**src/rtl/gf2_matvec_ctrl.sv**
```systemverilog
// Sequencing controller for an N x N GF(2) matrix-vector multiply: latches one job,
// feeds one row per cycle to an external dot-product unit and returns the result vector.
// Optional GF2_MATVEC_B2B_EN: accept the next job on the same edge that retires a result.
module gf2_matvec_ctrl #(
  parameter int unsigned N = 3
) (
  input  logic             clk,
  input  logic             rst,
  input  logic             in_valid,
  output logic             in_ready,
  input  logic [N*N-1:0]   in_mat,
  input  logic [N-1:0]     in_vec,
  output logic [N-1:0]     dp_a,
  output logic [N-1:0]     dp_b,
  input  logic             dp_d,
  output logic             out_valid,
  input  logic             out_ready,
  output logic [N-1:0]     out_vec,
  output logic             busy
);

  localparam int unsigned CW = (N > 1) ? $clog2(N) : 1;

  typedef enum logic [1:0] {
    IDLE,
    RUN,
    DONE
  } state_e;

  state_e            state_q, state_d;
  logic [N*N-1:0]    mat_q, mat_d;
  logic [N-1:0]      vec_q, vec_d;
  logic [CW-1:0]     cnt_q, cnt_d;
  logic [N-1:0]      res_q, res_d;
  logic              accept;

  always_ff @(posedge clk or posedge rst) begin
    if (rst) begin
      state_q <= IDLE;
      mat_q   <= '0;
      vec_q   <= '0;
      cnt_q   <= '0;
      res_q   <= '0;
    end else begin
      state_q <= state_d;
      mat_q   <= mat_d;
      vec_q   <= vec_d;
      cnt_q   <= cnt_d;
      res_q   <= res_d;
    end
  end

  always_comb begin
    state_d   = state_q;
    mat_d     = mat_q;
    vec_d     = vec_q;
    cnt_d     = cnt_q;
    res_d     = res_q;
    in_ready  = 1'b0;
    out_valid = 1'b0;
    out_vec   = '0;
    dp_a      = '0;
    dp_b      = '0;
    busy      = (state_q != IDLE);

    case (state_q)
      IDLE: begin
        in_ready = ~rst;
      end
      RUN: begin
        dp_a         = mat_q[cnt_q*N +: N];
        dp_b         = vec_q;
        res_d[cnt_q] = dp_d;
        if (cnt_q == CW'(N-1)) begin
          state_d = DONE;
        end else begin
          cnt_d = cnt_q + 1'b1;
        end
      end
      DONE: begin
        out_valid = 1'b1;
        out_vec   = res_q;
`ifdef GF2_MATVEC_B2B_EN
        in_ready  = out_ready & ~rst;
`endif
        if (out_ready) begin
          state_d = IDLE;
        end
      end
      default: begin
        state_d = IDLE;
      end
    endcase

    // A load overrides whatever the state decode chose, so DONE can hand off straight to RUN.
    accept = in_valid & in_ready;
    if (accept) begin
      state_d = RUN;
      mat_d   = in_mat;
      vec_d   = in_vec;
      cnt_d   = '0;
      res_d   = '0;
    end
  end

endmodule

```
**config.mk**
```make
export PLATFORM = sky130hd
export DESIGN_NAME = gf2_matvec_ctrl
export DESIGN_NICKNAME = d
export VERILOG_FILES = /design/src/rtl/gf2_matvec_ctrl.sv
export SDC_FILE = /design/constraint.sdc
export NUM_CORES = 1
export LEC_CHECK = 0
export CAP_MARGIN = 20
export CORE_MARGIN = 8
export CORE_UTILIZATION = 41
export DETAILED_ROUTE_END_ITERATION = 8
export PLACE_DENSITY = 0.83
export SLEW_MARGIN = 10
export SYNTH_ARGS = -nofsm -noshare
export SYNTH_HDL_FRONTEND = slang
export SYNTH_SLANG_ARGS = --single-unit
```
**constraint.sdc**
```tcl
create_clock -name clk -period 1.3 [get_ports clk]
set_input_delay 0.26 -clock clk [delete_from_list [all_inputs] [get_ports clk]]
set_output_delay 0.26 -clock clk [all_outputs]
set_load 0.05 [all_outputs]
```
; ---- After elaboration in Yosys (flattened, before gate mapping)
; Index checks and enable logic that the tools add are counted.
[word_totals]
ff_bits = 19
output_inout_bits = 12
in_bits = 17
wordCells = 42
[op_classes]
bitwise = 2
n_lt_le_gt_ge = 2
eq_ne = 7
mux = 17
n_mul = 1
n_reduce_logical = 6
n_addsub = 1
shifts = 1
[ops]
columns = op, count
row1 = 2-to-1 mux 3 bit, 5
row2 = 2-to-1 mux 2 bit, 6
row3 = variable part select 9 x 5 -> 3 bit, 1
row4 = inequality test 3 bit (second input constant), 2
row5 = case mux 2 bit (3 select lines), 1
row6 = == test 2 bit (second input constant), 2
row7 = multiplier 2 x 2 -> 4 bit (second input constant), 1
row8 = inequality test 2 bit (second input constant), 2
row9 = nonzero test 2 bit, 2
row10 = bitwise mux 3 bit, 1
row11 = < comparator 2 x 3 -> 1 bit (second input constant), 1
row12 = 2-to-1 mux 1 bit, 3
row13 = AND reduction 3 bit, 1
row14 = adder 2 x 1 -> 2 bit (second input constant), 1
row15 = demux 1 bit (select 2 bit), 1
row16 = == test 2 x 1 -> 1 bit (second input constant), 1
row17 = >= comparator 2 x 1 -> 1 bit (second input constant), 1
row18 = logical NOT 2 bit, 1
row19 = AND reduction 2 bit, 1
row20 = bitwise AND 1 bit, 1
row21 = logical AND 1 bit, 1
row22 = NOT 1 bit, 1

; ---- Depth between registers and ports, before layout
[depth]
word_depth = 7
mapped_depth = 5
mapped_depth_nobuf = 5

; ---- Least setup slack after synthesis
; No wires, ideal clock.
[synth_path]
path_type = register to register
start = register state_q[1]
end = register mat_q[6]
synth_period_minus_slack_ps = 2047
n_path_buf = 2
setup_slack_ps = -747
arrival_ps = 1922
path_stages_with_launch = 6
setup_time_ps = 125
t_required_ps = 1175
cell_sequence = dfrtp_1 > nor3_2 > and2_4 > buf_6 > buf_12 > mux2_4
[synth_between]
elab_chain_cells = 3
[synth_lines]
columns = item, line
row1 = from (decl), 30  ; state_e state_q, state_d;
row2 = from (signal assigned), 45  ; state_q <= state_d;
row3 = logical NOT 2 bit, 66  ; case (state_q)
row4 = 2-to-1 mux 1 bit, 66
row5 = net in_ready, 10  ; output logic in_ready,
row6 = bitwise AND 1 bit, 96  ; accept = in_valid & in_ready;
row7 = to (signal assigned), 46  ; mat_q <= mat_d;
row8 = to (decl), 31  ; logic [N*N-1:0] mat_q, mat_d;
; The timed path passes the listed nets, and every way through them passes these cells.
; A chain may end at the register's enable or synchronous reset.

; ---- Final worst setup path
[layout_path]
start = register cnt_q[1]
end = output dp_a[2]
[layout_between]
elab_chain_cells = 3
[layout_lines]
columns = item, line
row1 = from (decl), 33  ; logic [CW-1:0] cnt_q, cnt_d;
row2 = from (signal assigned), 48  ; cnt_q <= cnt_d;
row3 = multiplier 2 x 2 -> 4 bit, 71  ; dp_a = mat_q[cnt_q*N +: N];
row4 = variable part select 9 x 5 -> 3 bit, 71
row5 = 2-to-1 mux 3 bit, 66
row6 = to (decl), 13  ; output logic [N-1:0] dp_a,
; Every way passes these cells.

==> metrics.md <==
| Metric | Value |
|---|---|
| Outcome | finished with violations |
| Failing checks | negative setup slack |
| Final hold vios | 0 |
| Layout Nets | 154 |
| Routed WL | 2.86 mm |
| Mapped Area | 980 um2 |
| Setup slack at placement | -0.526 ns |
| Seq pwr share | 24.1% |
| Top cells by area, synth | dfrtp_1 (49%), mux2_2 (13%), mux2_4 (6.1%) |
| Main synth FF type | dfrtp_1 |
| Synth cell types | 23 |
| Layout area overhead | 79.3% |
| Hold crit path type | in2async |
| CTS root buffer | clkbuf_4 |
| Non-filler cells, final | 161 |
| Max clock buf depth | 2 |
| Fillers | 140 |
| Int Pwr | 2.76 mW |
| Clock Latency Late Sink | slightly below 0.3 ns |
| RR Startpoint | cnt_q[1] |
| CP startpoint | cnt_q[1] |
| Row count | 17 |
| Number of enable flip-flop cells after synthesis | 0 |
| Setup CP Type | reg2out |
| Vias per cell | ~5 |
| Synth area leader | dfrtp_1 |
| Worst IR Drop VDD | ~0.0017 V |
| Sw frac | between 40% and 50% |
| Clk_skew | 0.00108 ns |
| Overall Global Routing Usage | 13.5% |
| CP Capture Type | output port |
| Final Power | 4.67 mW |
| RSZ-0062 raised after global routing | true |
| Dpl cells | 148 |
| Residual DRC | 0 |
| Initial antenna violation count | 0 |
| Port Buffers | 28 |
| Inserted Clock Buffers | 3 |
| Routability cong. | 0.754 |
| DR pass1 iterations | 5 |
| Starting Density | approximately 44% |
| Tightest Pin Transition | 0.293 ns |
| Yosys Warn Count | 0 |
| Synth top area share | 48.5% |
| Clock power share | 6.5% |
| Synth async-reset ratio | 100% |
| Synth top cells by count | dfrtp_1 (19), mux2_2 (11), nand2_1 (8) |
| Share of layout cells above drive strength 1 | 60.9% |
| HPWL Detailed | 1.79 mm |
| Pwr dens | between 2000 and 3000 nW/um2 |
| Max_slew headroom | approximately four fifths |
| Pins Over Slew Limit | 0 |
| Fmax achieved | 0.596 GHz |
| Crit path arrival time | about 1.4 ns |
| Final setup viols | 31 |
| Die Height | between 60 and 70 um |
| Post-route ant nets | 0 |
| FF/Latch Area | roughly 480 um2 |
| Crit start category | flip-flop |
| Number of global-route vias before repair | 940 |
| Most numerous cell in the Yosys netlist | dfrtp_1 |
| Reg clk slew, reported paths | roughly 0.11 ns |
| Final min period | 1.68 ns |
| Syn Nets | 105 |
| Max H-tree Level | 1 |
| Max Cap Violations | 0 |
| Setup WS post-layout | -0.377 ns |
| Gr ovfl total | 0 |
| Setup TNS | -8.52 ns |
| Final period util | 129% |
| Post-synthesis sequential area ratio | ~49% |
| Synth Instances | 85 |
| I/O Pins | 29 |
| Register bit count reported by yosys | 19 |
| Pin count of the biggest net entering global routing | 20 |
| # diodes | 0 |
| Starting DRC count in detailed routing | 9 |
| Largest fanout on the critical path | 5 |
| Core ar. | 2230 um2 |
| Multi-input gate area | 638 um2 |
| Worst EP required | between 1 and 1.5 ns |
| CTS tree | yes |
| Chip Width | approximately 65 um |
| Global-route wire length before repair | 4.46 mm |
| Avg WL per Cell | 17.8 um |
| Vias | about 800 |
| Switching Power | 1.92 mW |
| Die Footprint | between 4000 and 5000 um2 |
| Clock sink count | 19 |
| P_leak | around 0.79 nW |
| Gate power share | 69.4% |
| Average size of a mapped cell | 11.5 um2 |
| CTS Hold Bufs | 0 |
## state kept, by name (all words and copies together), names as in the netlist
name and count:
res_q 3, cnt_q 2, vec_q 3, mat_q 9, state_q 2
## logic make-up after synthesis
| logic type | Yosys count | share of synthesized area, % |
|---|---|---|
| xor gates and xnor gates | 1 | 0.894 |
| DFF | 19 | 48.5 |
| muxes | 15 | 18.8 |
| buffers and inverters | 8 | 5.49 |
| AOI/OAI and AO/OA | 11 | 5.62 |
| and+or+nand+nor | 28 | 16.9 |
| adders and majority gates | 3 | 3.83 |
## critical path, stage by stage, from the launching register on
cell and delay (ns):
dfrtp_2 0.50, mux2_4 0.34, nand2_4 0.08, a21oi_4 0.06, buf_12 0.15
## what timing repair did
action	in CTS	in global routing
endpoints found under the hold margin	0	0
buffers inserted	4	4
pin swaps	14	6
cloned	1	0
setup endpoints to repair	30	31
resized for setup	39	11
## power groups by stage
stage / Sequential, mW / Clock [mW] / Combinational, mW
after CTS: 1.11 / 0.310 / 2.99
after global routing: 1.16 / 0.345 / 3.39
after floorplan: 1.03 / 0 / 1.51
after detailed placement: 1.10 / 0 / 2.42
after global placement: 1.08 / 0 / 2.34
final: 1.13 / 0.304 / 3.24
## layout make-up
| cell class | count | share of cell area [%] |
|---|---|---|
| well taps | 28 | 1.99 |
| repair buffers | 45 | 31.6 |
| inverters | 6 | 1.28 |
| clock buffers | 3 | 1.28 |
| multi-input cells | 59 | 36.3 |
| flip-flops and latches | 19 | 27.3 |
| clock inverters | 1 | 0.285 |
## worst paths after layout
check | end | depth (start not counted) | slack [ns]
setup reg to reg | cnt_q[0] | 7 | -0.31
hold reg to reg | mat_q[6] | 1 | 0.53
min in group clk | state_q[1] | 2 | 0.49
hold / removal | res_q[1] | 3 | 0.37
max in group asynchronous | state_q[0] | 3 | 0.71
setup / recovery | dp_a[2] | 4 | -0.38
## layout by cell type, fill, tap and decap left out, types with 2 or more instances in the layout
cell,Yosys,final
a21oi_2,0,3
ha_1,3,2
mux2_4,4,15
nand2_4,0,3
inv_1,6,6
and2_4,1,8
buf_8,0,2
buf_4,0,12
o21ai_1,0,3
clkbuf_4,0,3
nand3_1,3,3
dfrtp_1,19,16
nand2_2,0,2
dfrtp_2,0,3
nand2_1,8,3
buf_12,1,12
buf_6,1,3
clkdlybuf4s50_1,0,16
a21oi_4,0,4
## routing by layer
layer | share of wire (%) | up-vias | routed length [um] | track usage (%)
li1 | - | 379 | - | -
met1 | 36 | 389 | 1030 | 12.9
met2 | 54 | 30 | 1560 | 26.8
met3 | 6.4 | 6 | 183 | 3.95
met4 | 3.2 | 0 | 91 | 4.09
met5 | 0 | - | 0 | 0
## per-stage QoR
step | instance area, um2 | utilization (%) | hold WS (ns)
2_1_floorplan | 1030 | - | 0.211
3_3_place_gp | 1490 | 66.8 | 0.487
3_5_place_dp | 1490 | 66.8 | 0.487
4_1_cts | 1700 | 75.9 | 0.383
5_1_grt | 1760 | 78.7 | 0.385
6_report | 1760 | 78.7 | 0.373
(Power assumes the default switching activity.)
